<file path="config.mk">
export PLATFORM = sky130hd
export DESIGN_NAME = fetch_unit
export DESIGN_NICKNAME = d
export VERILOG_FILES = /design/src/rtl/riscv_pkg.sv /design/src/rtl/if_id_reg.sv /design/src/rtl/fetch_unit.sv
export SDC_FILE = /design/constraint.sdc
export NUM_CORES = 1
export LEC_CHECK = 0
export ABC_AREA = 1
export CORE_AREA = 2 2 109 153
export CTS_CLUSTER_DIAMETER = 80
export CTS_CLUSTER_SIZE = 10
export DETAILED_ROUTE_END_ITERATION = 12
export DIE_AREA = 0 0 111 155
export PLACE_DENSITY = 0.77
export SLEW_MARGIN = 10
export SYNTH_ARGS = -nofsm -noshare
export SYNTH_HDL_FRONTEND = slang
export SYNTH_HIERARCHICAL = 1
export SYNTH_SLANG_ARGS = --single-unit
</file>
<file path="constraint.sdc">
create_clock -name clk -period 2.3 [get_ports clk]
set_input_delay 0.69 -clock clk [delete_from_list [all_inputs] [get_ports clk]]
set_output_delay 0.69 -clock clk [all_outputs]
set_load 0.03 [all_outputs]
</file>
<file path="src/rtl/riscv_pkg.sv">
// Shared RV32I definitions: data width, canonical NOP and the fetch FSM encoding.
package riscv_pkg;

  localparam int XLEN = 32;

  localparam logic [XLEN-1:0] RV_NOP = 32'h0000_0013;

  typedef enum logic {
    FETCH_RUN   = 1'b0,
    FETCH_FAULT = 1'b1
  } fetch_state_e;

endpackage

</file>
<file path="src/rtl/if_id_reg.sv">
// IF/ID pipeline register. Squash inserts a bubble (valid=0, NOP) while
// keeping the PC; hold freezes everything; otherwise it loads a new fetch.
module if_id_reg
  import riscv_pkg::*;
(
  input  logic            clk,
  input  logic            rst_n,
  input  logic            squash,
  input  logic            hold,
  input  logic [XLEN-1:0] d_instr,
  input  logic [XLEN-1:0] d_pc,
  output logic            q_valid,
  output logic [XLEN-1:0] q_instr,
  output logic [XLEN-1:0] q_pc
);

  // Squash wins over hold so a redirect during a stall still bubbles.
  always_ff @(posedge clk) begin
    if (!rst_n) begin
      q_valid <= 1'b0;
      q_instr <= RV_NOP;
      q_pc    <= '0;
    end else if (squash) begin
      q_valid <= 1'b0;
      q_instr <= RV_NOP;
    end else if (!hold) begin
      q_valid <= 1'b1;
      q_instr <= d_instr;
      q_pc    <= d_pc;
    end
  end

endmodule

</file>
<file path="src/rtl/fetch_unit.sv">
// RV32I instruction-fetch stage: PC register, next-PC selection, bounds and
// alignment check, and a terminal FAULT state cleared only by reset.
module fetch_unit
  import riscv_pkg::*;
#(
  parameter int              N        = 9,
  parameter logic [XLEN-1:0] RESET_PC = 32'h0000_0000
) (
  input  logic            clk,
  input  logic            rst_n,
  input  logic            stall,
  input  logic            redirect_valid,
  input  logic [XLEN-1:0] redirect_target,
  output logic [N-1:0]    imem_addr,
  input  logic [XLEN-1:0] imem_rd,
  output logic            if_valid,
  output logic [XLEN-1:0] if_instr,
  output logic [XLEN-1:0] if_pc,
  output logic [XLEN-1:0] if_pc_plus4,
  output logic            fetch_fault,
  output logic [XLEN-1:0] fault_pc,
  output fetch_state_e    fsm_state
);

  logic [XLEN-1:0] pc;
  fetch_state_e    state;
  logic            pc_ok;
  logic            squash;
  logic            hold;

  // A word at pc is fully inside memory only if aligned and below 2^N.
  assign pc_ok     = (pc[1:0] == 2'b00) && ((pc >> N) == '0);
  assign imem_addr = pc[N-1:0];
  assign fsm_state = state;

  assign squash = (state == FETCH_FAULT) || redirect_valid || (!stall && !pc_ok);
  assign hold   = stall;

  always_ff @(posedge clk) begin
    if (!rst_n) begin
      pc          <= RESET_PC;
      state       <= FETCH_RUN;
      fetch_fault <= 1'b0;
      fault_pc    <= '0;
    end else begin
      case (state)
        FETCH_RUN: begin
          if (redirect_valid) begin
            pc <= redirect_target;
          end else if (stall) begin
            pc <= pc;
          end else if (!pc_ok) begin
            state       <= FETCH_FAULT;
            fetch_fault <= 1'b1;
            fault_pc    <= pc;
          end else begin
            pc <= pc + 32'd4;
          end
        end
        default: begin
          state <= FETCH_FAULT;
        end
      endcase
    end
  end

  if_id_reg u_if_id (
    .clk     (clk),
    .rst_n   (rst_n),
    .squash  (squash),
    .hold    (hold),
    .d_instr (imem_rd),
    .d_pc    (pc),
    .q_valid (if_valid),
    .q_instr (if_instr),
    .q_pc    (if_pc)
  );

  assign if_pc_plus4 = if_pc + 32'd4;

endmodule

</file>
# After elaboration in Yosys (flattened, before gate mapping)
# Cells that the tools add are included.
[totals]
wordCells = 36
output_inout_bits = 140
regBits = 131
in_bits = 68
[op_classes]
add_sub_neg = 2
n_mux = 7
n_eq_ne = 1
reduce_logical = 13
n_bitwise = 6
[op_table]
columns = ["cell", "n"]
rows = [
  ["two-way mux 32 bit", 3],
  ["adder 32 x 3 -> 32 bit (second input constant)", 2],
  ["logical NOT 32 bit", 1],
  ["NOT 1 bit", 6],
  ["two-way mux 1 bit", 4],
  ["AND reduction 4 bit", 1],
  ["AND reduction 3 bit", 1],
  ["logical AND 1 bit", 2],
  ["logical NOT 1 bit", 2],
  ["logical NOT 2 bit", 1],
  ["logical OR 1 bit", 2],
  ["!= test 2 x 1 -> 1 bit (second input constant)", 1],
  ["AND reduction 2 bit", 1],
  ["nonzero test 2 bit", 1],
  ["OR reduction 2 bit", 1],
]

# Longest topological paths before layout
# Gate-level depths: netlist (run 1).
[logic_depth]
depth_word = 7
ltp_mapped = 13
ltp_nobuf = 12

# Cells and area by module
# Netlist (run 1), hierarchy kept.
[modules_own_cells]
columns = ["mod", "seq_area_each_um2", "area_each_um2", "cells_per_inst", "n_inst"]
rows = [
  ["fetch_unit", 1321.3, 4186.5, 656, 1],
  ["if_id_reg", 1301.2, 2514.9, 348, 1],
]

# Worst setup path after synthesis (run 1)
# OpenSTA, ideal clock, no wires.
[synth_timing]
path_type = "flip-flop to output port"
start = "register u_if_id.q_pc[2]"
end = "output port if_pc_plus4[20]"
slack_ns = -0.380
path_buffers = 0
arrival_time_ns = 1.990
required_ns = 1.610
path_stages_with_launch = 8
cell_sequence = "dfxtp_1 -> ha_1 -> inv_1 -> nor4_4 -> nand2_1 -> nor2_2 -> nand2_1 -> xnor2_1"
[synth_via]
elab_chain_len = 1
[synth_lines]
columns = ["element", "line_no", "rtl"]
rows = [
  ["start, declared", "if_id_reg.sv:14", "output logic [XLEN-1:0] q_pc"],
  ["start signal, assigned", "if_id_reg.sv:29", "q_pc <= d_pc;"],
  ["adder 32 x 3 -> 32 bit", "fetch_unit.sv:79", "assign if_pc_plus4 = if_pc + 32'd4;"],
  ["end, declared", "fetch_unit.sv:19", "output logic [XLEN-1:0] if_pc_plus4,"],
]
# No other way between the ends.

# Final worst setup path (run 1)
[layout_timing]
start = "register u_if_id.q_pc[5]"
end = "output port if_pc_plus4[31]"
# Same word-level chain as after synthesis.

==> qor.txt, run 1 <==
Outcome -> finished, violations left
Failing checks -> setup timing
Crit path buffers/inverters -> 2
Fraction of registers with async set/reset -> 0
# nets final -> 1,350
Worst slew pin tran -> 438.3 ps
Die height -> 155 um
FF+latch count, synth -> 131
ANT cells -> 0
Pwr Total -> 6.287 mW
TNS Setup -> -7365 ps
Clock-pin slew on the worst setup and hold paths -> 60 ps
Commonest cells in the netlist -> nand2_1 (309), nor2_1 (159), dfxtp_1 (131), a21oi_1 (83)
CP Max Fanout -> 3
CTS root buffer -> clkbuf_16
Final WS setup -> -414.9 ps
Vias in the first global route -> 7,135
Seq/Total Area, Yosys -> 0.3913
DPL Wire Length -> 16,110 um
Final setup vio count -> 25
Clock latency at the later pin of the worst-skew pair -> 420 ps
CTS tree -> done
Slew HR -> 0.7078
Layout cells sized above 1 -> 0.2196
Netlist cell types -> 37
Pre-CTS setup slack -> -305.3 ps
CTS Hold Bufs -> 0
GRT Total Usage -> 0.2518
EDFF count, synth -> 0
Kind of critical path -> reg2out
Final Max Tran Viols -> 0
FP Rows -> 55
DP Area -> 9487 um^2
Routing usage on met3 -> 0.06856
Initial Utilization -> 0.4216
Synth area leaders -> dfxtp_1 (39%), nand2_1 (17%), nor2_1 (8.9%), a21oi_1 (6.2%), nand3_1 (5.6%)
Yosys top cell area share -> 0.3913
IO Count -> 208
RD Place Congestion -> 0.9531
Critical path endpoint category -> output pin
CP delay by family, top -> simple AND/OR/NAND/NOR gates
Pin count of the biggest net entering global routing -> 47
Most used cell, CP -> nor2_4
Busiest grt layer -> met2
Syn_nets -> 1,074
Fin crit period -> 2715 ps
Area of the mapped netlist -> 6701 um^2
Die ar. -> 17,210 um^2
WL final -> 22,500 um
Required time of the critical path -> 1610 ps
CTS HTree Levels -> 4
Ys flop type -> dfxtp_1
Max incr delay on CP -> 330 ps
First-pass GRT wire length -> 34,920 um
Synthesized area per cell -> 6.675 um^2
RSZ-0062 raised after global routing -> true
Worst Clk Skew -> 10.49 ps
DRT Pass-1 Iters -> 5
Vias per inst -> 4.981
Fmax achieved -> 0.3683 GHz
Initial antenna violation count -> 0
Number of buffers added on ports -> 207
Maximum VDD drop -> 0.5500 mV
DR WL/cell -> 15.08 um
Final Hold Viols -> 0
Syn-to-layout area delta -> 58.92%
Cell with the most instances after synthesis -> nand2_1
Core area -> 15,900 um^2
Drt drc -> 0
Die W -> 111 um
Crit path DAT -> 2020 ps
Fin crit share -> 1.180
Power per cell area -> 590.3 nW/um^2
Lkg Pwr -> 4.514 nW
Gate Count Post-Synth -> 1,004
ANT nets after route -> 0
Design area -> 10,650 um^2
GR Util met2 -> 0.4522
Drt first-iter violations -> 495
Largest area contributor in the synthesized netlist -> dfxtp_1
Clock sink count -> 131
Synth warnings -> 6
Layout Utilization -> 0.6700
Vias -> 7,432
GRT overflow -> 0
Worst path cell trace -> buf_6 -> nand2_4 -> nor2_4 -> nand2_4 -> nor2_4 -> nand2_2 -> nor2_4 -> nand2_2 -> nor2_4 -> xor2_2 -> buf_12
Slowest CP cell -> dfxtp_2
Global Route met1 Usage -> 0.2652
Startpoint types -> flop
Total CTS buffers -> 17
Clock Tree Buf Depth -> 2
HP Class -> reg2reg
Max-cap violations -> 0
[final timing paths]
| path | end | start | slack, ps | cells after the start |
|---|---|---|---|---|
| min | fetch_fault$_SDFFE_PN0P_ | fetch_fault$_SDFFE_PN0P_ | 450 | 2 |
| max | if_pc_plus4[31] | u_if_id/q_pc[5]$_SDFFE_PN0P_ | -410 | 11 |
| min reg2reg | fetch_fault$_SDFFE_PN0P_ | fetch_fault$_SDFFE_PN0P_ | 450 | 2 |
| max reg2reg | u_if_id/q_pc[12]$_SDFFE_PN0P_ | pc[0]$_SDFFE_PN0P_ | 190 | 12 |
[cell families after synthesis]
kind of cell	after synthesis	share of synthesized area
simple gates	596	0.3775
buf+inv	137	0.1038
flops	131	0.3913
compound gates	106	0.08122
xor+xnor	29	0.03790
mux	3	0.004481
fa+ha+maj	2	0.003734
[flip-flops by register name (all words and copies together), names as in the netlist]
name	count
u_if_id/q_instr	32
pc	32
u_if_id/q_valid	1
fault_pc	32
fetch_fault	1
u_if_id/q_pc	32
fsm_state	1
[what timing repair did]
action / in CTS / in global routing
setup buffers: 16 / 8
cloned: 0 / 0
endpoints found under the setup margin: 41 / 32
pin swaps: 31 / 25
endpoints found under the hold margin: 0 / 0
gates resized for setup: 106 / 59
[cell type report]
cell class                 instances  area (um^2)
fill                            1266         5246
multi-input combinational        736         3770
timing repair buffer             314         3094
sequential                       131         2661
clock buffer                      17        425.4
inverter                          80        302.8
tap                              199        249.0
clock inverter                    15        147.6
[where the power goes]
| part | internal [mW] | switching (mW) |
|---|---|---|
| Clock | 1.51 | 1.08 |
| Combinational | 0.531 | 0.665 |
| Sequential | 2.37 | 0.124 |
[metrics by stage]
stage	hold slack (ps)	cells
2_1_floorplan	465.8	1004
3_3_place_gp	442.4	1439
3_5_place_dp	447.1	1439
4_1_cts	456.5	1486
5_1_grt	474.5	1492
6_report	451.4	1492
[per-layer routing]
layer | routed length [um] | vias up
met2 | 11390 | 308
met5 | 0 | -
li1 | - | 3709
met1 | 8196 | 3333
met3 | 1615 | 82
met4 | 1292 | 0
[layout by cell type, fill, tap and decap left out, types with 4 or more instances in the layout]
cell             netlist  routed
nand3_1               75      73
nor2_2                 7       7
nand2_1              309     294
dlygate4sd2_1          0      12
clkbuf_16              0      17
xor2_2                 0       8
or2_2                  8       8
xor2_1                19      11
nand2_2                6      14
nand4_1               12      12
xnor2_2                0       7
clkdlybuf4s50_1        0     159
nand2_4                1       8
buf_12                 0      12
nor2_1               159     150
inv_2                  5       8
a21oi_1               83      83
o21ai_0               16      16
dfxtp_4                0       5
clkinv_4               0       4
inv_1                 75      71
nor2_4                 4      13
inv_6                  0       5
nor3_2                 2       4
dfxtp_2                0      16
dlymetal6s2s_1         0       6
buf_4                 13      79
buf_6                 15      41
dfxtp_1              131     110
[worst register-to-register path, delay by kind of cell (launching register included)]
family | cells | cell delay, ps
flops | 1 | 390
buf+inv | 2 | 370
simple gates | 10 | 1220
Power figures use the tool's default switching activity.
==> inputs of run 2 (changes only) <==
--- a/config.mk
+++ b/config.mk
@@ -5,13 +5,12 @@
 export SDC_FILE = /design/constraint.sdc
 export NUM_CORES = 1
 export LEC_CHECK = 0
-export ABC_AREA = 1
-export CORE_AREA = 2 2 109 153
+export CORE_AREA = 2 2 105 147
 export CTS_CLUSTER_DIAMETER = 80
 export CTS_CLUSTER_SIZE = 10
 export DETAILED_ROUTE_END_ITERATION = 12
-export DIE_AREA = 0 0 111 155
-export PLACE_DENSITY = 0.77
+export DIE_AREA = 0 0 107 149
+export PLACE_DENSITY = 0.76
 export SLEW_MARGIN = 10
 export SYNTH_ARGS = -nofsm -noshare
 export SYNTH_HDL_FRONTEND = slang
==> qor.txt, run 2 <==
Clock Power Share -> 0.471 (+0.058)
CTS Hold Bufs -> 0 (unchanged)
Max-cap violations -> 0 (unchanged)
Pre-CTS setup slack -> -232.0 ps (+73.32 ps)
Final std cells w/o fill -> 1,168 (-22%)
CTS root buffer -> clkbuf_16
Slew HR -> 0.5138 (-0.1940)
DRT Pass-1 Iters -> 5 (unchanged)
Die W -> 107 um (-3.6%)
ANT cells -> 0 (unchanged)
Layout Utilization -> 0.6559 (-0.01408)
Gate Count Post-Synth -> 696 (-31%)
HP Class -> reg2reg
TNS Setup -> -8184 ps (-818.6 ps)
FP Rows -> 53 (-3.6%)
Worst path cell trace -> ha_4 -> and4_4 -> nand4_1 -> nor2_4 -> buf_4 -> nand3_2 -> xnor2_4 -> buf_6
Drt first-iter violations -> 416 (-16%)
Switching component of the power -> 1.526 mW (-19%)
Final WS setup -> -513.5 ps (-98.55 ps)
Largest area contributor in the synthesized netlist -> dfxtp_1
DPL Wire Length -> 13,780 um (-14%)
Clock sink count -> 131 (unchanged)
WL final -> 18,860 um (-16%)
HP Start -> fetch_fault$_SDFFE_PN0P_
Failing checks -> setup timing
Switching Share -> 0.2520 (-0.04593)
Worst Clk Skew -> 7.677 ps (-2.815 ps)
Commonest cells in the netlist -> dfxtp_1 (131), nand2_1 (109), nand3_1 (51), o21ai_0 (50), nor2_1 (49)
Final Max Tran Viols -> 0 (unchanged)
Power per cell area -> 624.2 nW/um^2 (+5.7%)
RD Place Congestion -> 0.8824 (-7.4%)
Vias per inst -> 5.192 (+4.2%)
Seq/Total Area, Yosys -> 0.4443 (+0.05292)
Required time of the critical path -> 1610 ps (about the same)
ANT nets after route -> 0 (unchanged)
Initial antenna violation count -> 0 (unchanged)
Die ar. -> 15,940 um^2 (-7.3%)
Reg power frac -> 0.396 (about the same)
Kind of critical path -> reg2out
Final Hold Viols -> 0 (unchanged)
Final setup vio count -> 24 (-4.0%)
Crit path DAT -> 2120 ps (+100 ps)
# nets final -> 1,033 (-23%)
Worst slew pin tran -> 726.6 ps (+288.3 ps)
EDFF count, synth -> 0 (unchanged)
Vias in the first global route -> 5,735 (-20%)
Placed cells -> 1,124 (-22%)
Maximum VDD drop -> 0.5658 mV (+2.9%)
Register-to-Register Setup Slack -> 220 ps (+30 ps)
Fin crit period -> 2813 ps (+98.55 ps)
Core area -> 14,790 um^2 (-7.0%)
Number of buffers added on ports -> 207 (unchanged)
Outcome -> finished, violations left
CTS HTree Levels -> 4 (unchanged)
Critical path endpoint category -> output pin
Synthesized area per cell -> 8.482 um^2 (+27%)
Crit path buffers/inverters -> 2 (unchanged)
GRT overflow -> 0 (unchanged)
Hold depth -> 2 (unchanged)
Area of the mapped netlist -> 5903 um^2 (-12%)
IO Count -> 208 (unchanged)
Startpoint types -> flop
Die height -> 149 um (-3.9%)
Synth area leaders -> dfxtp_1 (44%), nand2_1 (6.9%), mux2i_1 (5.3%), nand3_1 (4.3%), o21ai_0 (4.2%)
Clock Tree Buf Depth -> 2 (unchanged)
Commonest non-fill, non-tap cells in the layout -> clkdlybuf4s50_1 (156), dfxtp_1 (114), nand2_1 (100), buf_4 (98), o21ai_0 (49)
Fraction of registers with async set/reset -> 0 (unchanged)
Slowest CP cell -> dfxtp_4
Hold EP -> fetch_fault$_SDFFE_PN0P_
Internal Power -> 4.529 mW (+2.6%)
Clock latency at the later pin of the worst-skew pair -> 420 ps (about the same)
Fin crit share -> 1.223 (+0.04285)
Synth warnings -> 6 (unchanged)
RR Endpoint -> pc[26]$_SDFFE_PN0P_
CTS tree -> done
Reg2reg start -> pc[3]$_SDFFE_PN0P_
Total CTS buffers -> 17 (unchanged)
Lkg Pwr -> 3.992 nW (-12%)
Drt drc -> 0 (unchanged)
FF+latch count, synth -> 131 (unchanged)
Max incr delay on CP -> 350 ps (+20 ps)
Fmax achieved -> 0.3554 GHz (-3.5%)
Ys flop type -> dfxtp_1
Most common cell after layout, fill and taps aside -> clkdlybuf4s50_1
CP Max Fanout -> 6 (+3)
DR WL/cell -> 16.14 um (+7.1%)
Syn_nets -> 766 (-29%)
Initial Utilization -> 0.3992 (-0.02238)
Netlist cell types -> 48 (+30%)
First-pass GRT wire length -> 29,460 um (-16%)
Syn-to-layout area delta -> 64.31%
Combinational share of power -> 0.133 (-0.057)
Worst-case hold slack -> 457.2 ps (+5.761 ps)
Clock-pin slew on the worst setup and hold paths -> 60 ps (about the same)
Yosys top cell area share -> 0.4443 (+0.05292)
Cell with the most instances after synthesis -> dfxtp_1
RSZ-0062 raised after global routing -> true
Vias -> 6,064 (-18%)
Pin count of the biggest net entering global routing -> 93 (+98%)
GRT Total Usage -> 0.2344 (-0.01742)
CP delay by family, top -> simple AND/OR/NAND/NOR gates
Worst R2R Path Depth -> 7 (-5)
Layout cells sized above 1 -> 0.2305 (+0.01089)
run 2: cell types whose count changed in the layout (fill, tap and decap cells not counted), sizes merged, moves of 8 or more:
cell,delta
xnor2,+14
a21oi,-60
nand3,-25
and3,+8
buf,-8
xor2,-15
o21ai,+62
nand2,-207
o211ai,+33
nor2,-122
inv,-75
mux2i,+28
run 2: worst max path at each step:
stage                            startpoint               to  slack [ps]  cells past startpoint
2_1_floorplan  u_if_id/q_pc[3]$_SDFFE_PN0P_  if_pc_plus4[30]        -160                      6
3_3_place_gp   u_if_id/q_pc[3]$_SDFFE_PN0P_  if_pc_plus4[30]        -210                      7
3_5_place_dp   u_if_id/q_pc[3]$_SDFFE_PN0P_  if_pc_plus4[30]        -230                      7
4_1_cts        u_if_id/q_pc[2]$_SDFFE_PN0P_  if_pc_plus4[30]        -540                      7
5_1_grt        u_if_id/q_pc[2]$_SDFFE_PN0P_  if_pc_plus4[30]        -640                      7
6_report       u_if_id/q_pc[2]$_SDFFE_PN0P_  if_pc_plus4[22]        -510                      8
run 2: cell type report:
cell class | count | area [um^2]
Clock buffer | 18 | 439.2
Clock inverter | 14 | 185.2
Fill cell | 1228 | 5089
Inverter | 10 | 37.54
Multi-Input combinational cell | 496 | 3239
Sequential cell | 131 | 2669
Tap cell | 192 | 240.2
Timing Repair Buffer | 307 | 2889
run 2: power by group through the flow:
stage	combinational (mW)	sequential (mW)	clock (mW)
final	0.805	2.40	2.85
after global routing	0.862	2.40	2.99
after CTS	0.802	2.39	2.89
after detailed placement	0.800	2.44	0
after global placement	0.795	2.44	0
after floorplan	0.360	2.51	0
run 2: worst min-delay path, stage by stage, from the launching register on:
cell	delay, ps
dfxtp_1	310
inv_1	50
a21oi_1	50
run 2: cell families after synthesis:
kind of cell / count (synthesis) / synth area share
simple gates: 261 / 0.2050
compound gates: 174 / 0.1836
flops: 131 / 0.4443
buf+inv: 69 / 0.06888
mux: 31 / 0.05257
xor+xnor: 28 / 0.04154
fa+ha+maj: 2 / 0.004238
run 2: repair_timing:
item	in CTS	in global routing
pin swaps	29	8
resized for setup	70	14
setup buffers	10	3
endpoints found under the setup margin	35	36
run 2: routing by layer:
layer	global-route usage	vias to the layer above	routed length [um]	share of wire
li1	-	3007	-	-
met1	0.2657	2805	7314	0.39
met2	0.4153	214	9784	0.52
met3	0.05810	38	1183	0.063
met4	0.1000	0	574	0.030
met5	0	-	0	0
run 2: metrics by stage:
stage	area [um^2]	total power [mW]
2_1_floorplan	6192	2.872
3_3_place_gp	8763	3.237
3_5_place_dp	8763	3.243
4_1_cts	9644	6.082
5_1_grt	9699	6.251
6_report	9699	6.055
